[src/rtl/dtree_pkg.sv]
// dtree_pkg: default widths, accumulator sizing and state encoding
// shared by the decision-tree node datapath.
package dtree_pkg;

   localparam int FEATURES          = 3;
   localparam int FEATURE_BIT_DEPTH = 10;
   localparam int COEFF_BIT_DEPTH   = 4;
   localparam int BIAS_BIT_DEPTH    = 10;

   function automatic int acc_width(input int nf, input int fw, input int cw);
      return fw + cw + $clog2(nf) + 2;
   endfunction

   localparam int ACC_BIT_DEPTH =
      acc_width(FEATURES, FEATURE_BIT_DEPTH, COEFF_BIT_DEPTH);

   typedef enum logic {
      LOAD = 1'b0,
      EVAL = 1'b1
   } state_e;

endpackage

[src/rtl/feature_buffer.sv]
// feature_buffer: holds one spike's feature samples and steps the term index.
// Define NODE_EVAL_DBUF_EN for a ping-pong pair that loads while evaluating.
module feature_buffer #(
   parameter int NF = dtree_pkg::FEATURES,
   parameter int FW = dtree_pkg::FEATURE_BIT_DEPTH,
   parameter int KW = $clog2(NF + 1)
) (
   input  logic          clk,
   input  logic          reset,
   input  logic          i_s_valid,
   input  logic [FW-1:0] i_s_data,
   input  logic          i_node_go,
   input  logic          i_release,
   output logic          o_s_ready,
   output logic          o_busy,
   output logic          o_drain,
   output logic [FW-1:0] o_feat
);
   import dtree_pkg::*;

   state_e        r_state;
   state_e        w_state_nxt;
   logic [FW-1:0] r_mem [2][NF];
   logic [KW-1:0] r_wptr;
   logic [KW-1:0] r_k;
   logic          w_wr;
   logic          w_last;
   logic          w_wbank;
   logic          w_rbank;
   logic          w_idle_full;
   logic          w_wclr;

   assign w_wr    = i_s_valid & o_s_ready;
   assign w_last  = w_wr & (r_wptr == KW'(NF - 1));
   assign o_drain = (r_k == KW'(NF));

`ifdef NODE_EVAL_DBUF_EN
   logic r_act;
   logic r_idle_full;

   // While evaluating, new samples land in the idle bank.
   assign w_wbank     = (r_state == EVAL) ? ~r_act : r_act;
   assign w_rbank     = r_act;
   assign w_idle_full = r_idle_full | (w_last & (r_state == EVAL));
   assign w_wclr      = 1'b0;

   always_ff @(posedge clk) begin
      if (reset) begin
         r_act       <= 1'b0;
         r_idle_full <= 1'b0;
      end else if (i_release) begin
         r_act       <= ~r_act;
         r_idle_full <= 1'b0;
      end else if (w_last & (r_state == EVAL)) begin
         r_idle_full <= 1'b1;
      end
   end
`else
   assign w_wbank     = 1'b0;
   assign w_rbank     = 1'b0;
   assign w_idle_full = 1'b0;
   assign w_wclr      = i_release;
`endif

   always_ff @(posedge clk) begin
      if (reset) r_state <= LOAD;
      else       r_state <= w_state_nxt;
   end

   always_comb begin
      w_state_nxt = r_state;
      unique case (r_state)
         LOAD: if (w_last) w_state_nxt = EVAL;
         EVAL: if (i_release) w_state_nxt = w_idle_full ? EVAL : LOAD;
      endcase
   end

   always_comb begin
      o_s_ready = 1'b0;
      o_busy    = (r_state == EVAL);
      if (!reset) begin
`ifdef NODE_EVAL_DBUF_EN
         o_s_ready = (r_state == LOAD) | ~r_idle_full;
`else
         o_s_ready = (r_state == LOAD);
`endif
      end
   end

   always_ff @(posedge clk) begin
      if (reset || w_wclr) r_wptr <= '0;
      else if (w_wr)       r_wptr <= w_last ? '0 : r_wptr + 1'b1;
   end

   always_ff @(posedge clk) begin
      if (w_wr) r_mem[w_wbank][r_wptr] <= i_s_data;
   end

   always_ff @(posedge clk) begin
      if (reset || i_release) r_k <= '0;
      else if (i_node_go)     r_k <= o_drain ? '0 : r_k + 1'b1;
   end

   always_comb begin
      o_feat = '0;
      for (int i = 0; i < NF; i++) begin
         if (r_k == KW'(i)) o_feat = r_mem[w_rbank][i];
      end
   end

endmodule

[src/rtl/node_evaluator.sv]
// node_evaluator: bias + sum(coeff*feature) for one tree node, sign -> branch.
// Build with NODE_EVAL_DBUF_EN for the ping-pong feature buffer.
module node_evaluator #(
   parameter int FEATURES          = dtree_pkg::FEATURES,
   parameter int FEATURE_BIT_DEPTH = dtree_pkg::FEATURE_BIT_DEPTH,
   parameter int COEFF_BIT_DEPTH   = dtree_pkg::COEFF_BIT_DEPTH,
   parameter int BIAS_BIT_DEPTH    = dtree_pkg::BIAS_BIT_DEPTH
) (
   input  logic                         clk,
   input  logic                         reset,
   input  logic                         s_valid,
   input  logic [FEATURE_BIT_DEPTH-1:0] s_data,
   output logic                         s_ready,
   input  logic                         node_valid,
   input  logic                         load_bias,
   input  logic                         add,
   input  logic                         mult,
   input  logic                         is_one,
   input  logic                         is_zero,
   input  logic [COEFF_BIT_DEPTH-1:0]   coeff,
   input  logic [BIAS_BIT_DEPTH-1:0]    bias,
   input  logic                         out_valid,
   output logic                         child_direction,
   output logic                         dir_valid,
   output logic                         busy,
   output logic                         protocol_err
);
   import dtree_pkg::*;

   localparam int FW = FEATURE_BIT_DEPTH;
   localparam int CW = COEFF_BIT_DEPTH;
   localparam int BW = BIAS_BIT_DEPTH;
   localparam int AW = acc_width(FEATURES, FW, CW);
   localparam int PW = FW + CW;

   logic                 w_busy;
   logic                 w_drain;
   logic                 w_node_go;
   logic                 w_release;
   logic                 w_mult;
   logic [FW-1:0]        w_feat;
   logic signed [PW-1:0] w_fx;
   logic signed [PW-1:0] w_cx;
   logic signed [PW-1:0] w_prod;
   logic signed [AW-1:0] w_term;
   logic signed [AW-1:0] w_pend;
   logic signed [AW-1:0] w_bias;
   logic signed [AW-1:0] w_acc_nxt;
   logic signed [AW-1:0] r_acc;
   logic signed [PW-1:0] r_prod;
   logic                 r_pend;
   logic                 r_dir;
   logic                 r_dir_valid;
   logic                 r_err;

   feature_buffer #(
      .NF (FEATURES),
      .FW (FW)
   ) u_buf (
      .clk       (clk),
      .reset     (reset),
      .i_s_valid (s_valid),
      .i_s_data  (s_data),
      .i_node_go (w_node_go),
      .i_release (w_release),
      .o_s_ready (s_ready),
      .o_busy    (w_busy),
      .o_drain   (w_drain),
      .o_feat    (w_feat)
   );

   // Release wins over a coincident node cycle.
   assign w_release = out_valid & w_busy;
   assign w_node_go = node_valid & w_busy & ~out_valid;

   assign w_mult = mult & ~is_one & ~is_zero & ~w_drain;
   assign w_fx   = {{CW{w_feat[FW-1]}}, w_feat};
   assign w_cx   = {{FW{coeff[CW-1]}}, coeff};
   assign w_prod = w_fx * w_cx;
   assign w_bias = {{(AW-BW){bias[BW-1]}}, bias};

   always_comb begin
      w_term = '0;
      if (is_one & ~is_zero & ~w_drain)
         w_term = {{(AW-FW){w_feat[FW-1]}}, w_feat};
      w_pend = '0;
      if (r_pend)
         w_pend = {{(AW-PW){r_prod[PW-1]}}, r_prod};
      w_acc_nxt = r_acc;
      if (load_bias)
         w_acc_nxt = w_bias + w_term + w_pend;
      else if (add)
         w_acc_nxt = r_acc + w_term + w_pend;
   end

   always_ff @(posedge clk) begin
      if (reset) begin
         r_acc       <= '0;
         r_prod      <= '0;
         r_pend      <= 1'b0;
         r_dir       <= 1'b0;
         r_dir_valid <= 1'b0;
         r_err       <= 1'b0;
      end else begin
         r_dir_valid <= w_node_go & w_drain;
         if (w_node_go & w_drain)
            r_dir <= ~w_acc_nxt[AW-1];
         if (w_release) begin
            r_pend <= 1'b0;
         end else if (w_node_go) begin
            r_acc  <= w_acc_nxt;
            r_pend <= w_mult;
            if (w_mult) r_prod <= w_prod;
         end
         if (node_valid & ~w_busy)
            r_err <= 1'b1;
      end
   end

   assign child_direction = r_dir;
   assign dir_valid       = r_dir_valid;
   assign busy            = w_busy;
   assign protocol_err    = r_err;

endmodule

[config.mk]
export PLATFORM = sky130hd
export DESIGN_NAME = node_evaluator
export DESIGN_NICKNAME = d
export VERILOG_FILES = /design/src/rtl/dtree_pkg.sv /design/src/rtl/feature_buffer.sv /design/src/rtl/node_evaluator.sv
export SDC_FILE = /design/constraint.sdc
export NUM_CORES = 1
export LEC_CHECK = 0
export BUFFER_PORTS_ARGS = -buffer_cell sky130_fd_sc_hd__buf_2
export CORE_MARGIN = 5
export CORE_UTILIZATION = 53
export DETAILED_ROUTE_END_ITERATION = 10
export PLACE_DENSITY_LB_ADDON = 0.08
export SYNTH_ARGS = -nofsm -noshare
export SYNTH_HDL_FRONTEND = slang
export SYNTH_HIERARCHICAL = 1
export SYNTH_SLANG_ARGS = --single-unit
[constraint.sdc]
create_clock -name clk -period 4.3 [get_ports clk]
set_input_delay 0.645 -clock clk [delete_from_list [all_inputs] [get_ports clk]]
set_output_delay 0.645 -clock clk [all_outputs]
set_load 0.02 [all_outputs]
# After elaboration in Yosys (flattened, before gate mapping)
# Memory sizes are Yosys's and may differ from the RTL's.
# Cells that the tools add are included.
# Widths: inputs -> output; s select.
[totals]
regBits = 41
latchBits = 0
ramBits = 60
mem_bits_ro = 0
inputBits = 34
out_inout_bits = 5
wordCells = 69
memories = 1
[memory_table]
columns = ["name", "depth", "word_bits", "rd", "rd_ports_with_merged_regs", "wr", "line", "rtl"]
rows = [
  ["u_buf.r_mem", 2, 30, 1, 0, 1, "feature_buffer.sv:23", "logic [FW-1:0] r_mem [2][NF];"],
]
[op_classes]
add_sub_neg = 6
multipliers = 1
div_mod_pow = 0
order_cmp = 2
n_eq_ne = 4
shift = 0
muxes = 17
n_bitwise = 20
reduce_logical = 8
[ops]
columns = ["cell", "n"]
rows = [
  ["$mux 18", 4],
  ["$add 18x18->18", 3],
  ["$mux 10", 4],
  ["$mux 30", 1],
  ["$demux 10 s2", 1],
  ["$add 10x18->18", 1],
  ["$mul 10x4->14", 1],
  ["$and 1x1->1", 12],
  ["$not 1->1", 7],
  ["$eq 2x2->1 const B", 3],
  ["$reduce_and 3->1", 2],
  ["$add 2x1->2 const B", 2],
  ["$mux 1", 4],
  ["$mux 2", 2],
  ["$ge 3x3->1 const B", 1],
  ["$lt 3x1->1 const B", 1],
  ["$not 2->3", 1],
  ["$eq 2x1->1 const B", 1],
  ["$logic_not 2->1", 1],
  ["$pmux 1 s2", 1],
  ["$reduce_and 2->1", 1],
  ["$reduce_bool 2->1", 1],
  ["$reduce_or 2->1", 1],
  ["$logic_and 1x1->1", 1],
  ["$logic_or 1x1->1", 1],
]

# Depth between registers and ports, before layout
[depth]
ltp_word = 10
mapped_depth = 21
mapped_depth_nobuf = 20

# Hierarchy
# The synthesis kept the hierarchy.
[modules_own_cells]
columns = ["mod", "instances", "cells_each", "area_per_inst_um2", "seq_area_each_um2"]
rows = [
  ["node_evaluator", 1, 638, 5193.7, 720.7],
  ["feature_buffer", 1, 101, 1416.4, 1001.0],
]

# Worst setup path after synthesis
# No wires, ideal clock.
[synth_path]
kind = "flip-flop to flip-flop"
start = "register u_buf.r_k[0]"
end = "register r_prod[13]"
setup_ns = 0.070
t_arrival_ns = 4.447
required_time_ns = 4.230
slack_ns = -0.217
path_stages_with_launch = 21
path_buffers = 2
period_less_slack_ns = 4.517
cell_sequence = "dfxtp_1 > inv_1 > ha_1 > buf_2 > buf_2 > a221oi_1 > a21oi_1 > nand2b_1 > fa_1 > fa_1 > fa_1 > inv_1 > ha_1 > fa_1 > a21oi_1 > o21bai_1 > a21oi_1 > o21ai_0 > xnor2_1 > nand2_1 > a21oi_1"
[synth_via]
elab_chain_len = 5
elab_cells_between_ends = 11
classes_between = "mul: 1; eq/ne: 3; mux: 3; bitwise: 2; reduce/logical: 2"
[synth_rtl]
columns = ["element", "line", "rtl"]
rows = [
  ["start: declaration", "feature_buffer.sv:25", "logic [KW-1:0] r_k;"],
  ["start signal: assignment", "feature_buffer.sv:101", "else if (i_node_go) r_k <= o_drain ? '0 : r_k + 1'b1;"],
  ["$logic_not 2->1", "feature_buffer.sv:107", "if (r_k == KW'(i)) o_feat = r_mem[w_rbank][i];"],
  ["$mux 10 (2 in a row)", "feature_buffer.sv:107", ""],
  ["$mux 10 *", "feature_buffer.sv:107", ""],
  ["via w_feat[0]", "node_evaluator.sv:41", "logic [FW-1:0] w_feat;"],
  ["$mul 10x4->14 *", "node_evaluator.sv:79", "assign w_prod = w_fx * w_cx;"],
  ["end signal: assignment", "node_evaluator.sv:113", "if (w_mult) r_prod <= w_prod;"],
  ["end: declaration", "node_evaluator.sv:50", "logic signed [PW-1:0] r_prod;"],
]
# Mark *: on every way through the listed nets, which the timed path passes. The rest lies on a longest branch.
# A chain may end at the register's enable or synchronous reset.

# Worst setup path after layout
[layout_path]
start = "register u_buf.r_k[0]"
end = "register r_prod[9]"
# Same word-level chain as after synthesis.

==> results_dict.tcl <==
set metrics [dict create \
    wl_per_cell_um 16.1 \
    p_leak_nw 3.71 \
    synth.avg_cell_area_um2 8.94 \
    tightest_slew_ps 721 \
    htree_levels 3 \
    synthDistinctLibCells 62 \
    synthesis.area_um2 6610 \
    place_inst 984 \
    die_w_um 122 \
    tritoncts "done" \
    cp_slowest_cell "fa_1" \
    endpoint_kind "flop" \
    hold_end "r_prod[1]" \
    reg2reg_slack_ps 70 \
    ys_seq_area_share_pct 26.0 \
    multi_input_area_um2 4570 \
    cap_violations 0 \
    grt_pass1_wl_mm 26.7 \
    cp_data_required_time_ps 4580 \
    critical_path.top_delay_family "adder cells" \
    async_reset_ff_share_pct 0 \
    synth_top_family_by_area "adder cells" \
    synth_mux_area_share_pct 1.46 \
    hold_depth 2 \
    cts.sinks 71 \
    synth_compound_area_share_pct 17.0 \
    rsz0062_at_grt "yes" \
    critPathKind "flop to flop" \
    fill_cells 1029 \
    vias_per_cell 5.38 \
    grt_pass1_vias 5539 \
    finalHoldViolCount 0 \
    power_density_nw_per_um2 261 \
    drc_errors 0 \
    wl_mm 16.2 \
    clk_latency_ps 340 \
    post-route-period-util_pct 98.5 \
    cts_root_buf "clkbuf_16" \
    hold_path_class "flop to flop" \
    crit_fanout 5 \
    grt_max_degree 26 \
    drt_first_pass_iters 5 \
    io_pins 39 \
    synth_flop_cell "dfxtp_1" \
    yosys_warnings 6 \
    min-delay-start "r_prod[1]" \
    vias 5393 \
    synthAdderAreaFrac_pct 27.5 \
    cts_inserted_buffers 9 \
    synthXorXnorAreaFrac_pct 4.90 \
    crit_chain "inv_4 > ha_4 > nor2b_4 > a221oi_2 > a21oi_2 > nand2b_4 > fa_1 > fa_1 > fa_1 > inv_1 > ha_2 > fa_2 > a21oi_2 > o21bai_2 > a21o_1 > a21oi_2 > xnor2_1 > nand2_1 > a21oi_1" \
    netlist.area_leader.share_pct 16.4 \
    synth_edf_count 30 \
    area_delta_synth_final_pct 19.8 \
    die-area_um2 14800 \
    rows 40 \
    fin_util_pct 65.4 \
    reg2reg_to "r_prod[9]" \
    ir_drop_mv 0.248 \
    dpl.hpwl_mm 13.0 \
    max_stage_delay_ps 540 \
    outcome "finished clean" \
    slew-limit-headroom_pct 51.7 \
    insertedDiodeCount 0 \
    cts.reportedPaths.clkPinSlew_ps 70 \
    r2r_start "u_buf/r_k[0]" \
    path_depth 19 \
    die_h_um 122 \
    antenna_found_initial 0 \
    cts_buffer_depth 2 \
    min_period_ps 4230 \
    yosys.area_share.simple_pct 15.1 \
    num-nets-final 977 \
    cp-start-kind "flop" \
    worst-path-buf-inv 2 \
    synth_area_leader_cell "fa_1" \
    timing.fmax_ghz 0.236 \
    skew_ps 10.1 \
    track_usage_pct 22.8 \
    yosys-top-cells-area "fa_1 (16%), edfxtp_1 (14%), dfxtp_1 (12%)" \
    drive_above_1_share_pct 21.0 \
    portBuffers 38 \
    seq_area_um2 1730 \
    start_util_pct 54.6 \
    synth_seq_cells 71 \
    synthesis.instances 739 \
    final-setup-viol-count 0 \
    final_cells 1003 \
    drt_iter0_markers 341 \
    drtAntennaViolNets 0 \
    r2r_cells 19 \
    core_um2 12100 \
    cp.arrival_ps 4510 \
    maxSlewViolCount 0 \
    globalRouteOverflowTotal 0 \
    place.gp.congestion 0.936 \
    synth_nets 886 \
]
==> routing by layer <==
layer	routed length (um)	global-route usage, %	vias up
li1	-	-	2695
met1	6910	28.6	2575
met2	8260	39.8	97
met3	531	3.25	26
met4	461	9.03	0
met5	0	0	-
==> how the worst max path moves through the flow <==
stage                       endpoint         start  slack (ps)
final                      r_prod[9]  u_buf/r_k[0]          70
after global routing      r_prod[12]  u_buf/r_k[1]        -160
after CTS                  r_prod[9]  u_buf/r_k[0]          10
after detailed placement  r_prod[11]  u_buf/r_k[0]         -90
after global placement     r_prod[9]  u_buf/r_k[0]           5
after floorplan            r_prod[9]  u_buf/r_k[0]          30
==> kinds of logic after synthesis <==
kind of cell	after synthesis
AO/OA/AOI/OAI	165
flip-flops	71
XOR/XNOR	37
AND/OR/NAND/NOR	206
multiplexers	9
adder cells (fa/ha/maj)	113
buffers and inverters	138
==> per-stage QoR <==
stage / hold slack (ps) / total power, mW / area [um^2] / TNS [ps] / setup WS, ps
6_report: 457 / 2.07 / 7920 / 0 / 65.3
2_1_floorplan: 432 / 1.14 / 6640 / 0 / 32.3
4_1_cts: 455 / 2.05 / 7740 / 0 / 10.8
3_3_place_gp: 443 / 1.31 / 7410 / 0 / 4.58
5_1_grt: 479 / 2.18 / 7920 / -496 / -156
3_5_place_dp: 448 / 1.32 / 7410 / -320 / -87.7
==> registers in the layout, indices dropped and copies added, names as in the netlist, named ones only <==
| signal | count |
|---|---|
| protocol_err | 1 |
| r_acc | 17 |
| u_buf/r_mem | 30 |
| child_direction | 1 |
| u_buf/o_busy | 1 |
| u_buf/r_k | 2 |
| r_prod | 14 |
| r_pend | 1 |
| dir_valid | 1 |
| u_buf/r_wptr | 2 |
==> layout by cell type (no fill, tap or decap), types with 12 or more instances in the layout <==
master and n:
buf_2 38, and2_1 32, nand2_1 82, nand3_1 12, ha_1 52, xnor2_1 24
buf_4 64, a21oi_1 40, nor2_1 31, xor2_1 13, o21ai_0 12, a211oi_1 17
a21o_1 16, edfxtp_1 30, fa_1 53, inv_1 111, dfxtp_1 39
==> worst min-delay path, cell delays in order, from the launching register on <==
cell,delay (ps)
dfxtp_1,310
nand2_1,50
a21oi_1,50
==> cell type report <==
cell class / count / area share [%]
multi-input combinational: 530 / 57.7
sequential: 71 / 21.8
timing repair buffer: 103 / 8.72
inverter: 115 / 5.53
clock buffer: 9 / 2.84
tap: 168 / 2.65
clock inverter: 7 / 0.774
==> report_power, final <==
group	internal [mW]	total, mW	switching [mW]
Sequential	0.716	0.722	0.00676
Clock	0.402	0.725	0.324
Combinational	0.291	0.622	0.332
==> cell usage after synthesis, types with 6 or more instances <==
cell      count
fa_1         54
and2_1       32
nand3_1      13
xor2_1       13
nor3_1       11
nand2b_1      6
clkbuf_1     17
inv_1       114
nor3b_1       6
nor2b_1       6
dfxtp_1      41
a221oi_1     14
a21o_1       16
o21ai_1       6
o21ai_0      16
ha_1         59
nor2_1       33
nand2_1      82
a211oi_1     19
xnor2_1      24
a21oi_1      49
edfxtp_1     30
==> what timing repair did <==
item	in CTS	in global routing
pin swaps	10	23
setup buffers	0	3
gates resized for setup	12	33
hold buffers	0	0
setup endpoints to repair	6	16
No activity file was read; power rests on OpenSTA's default activity.
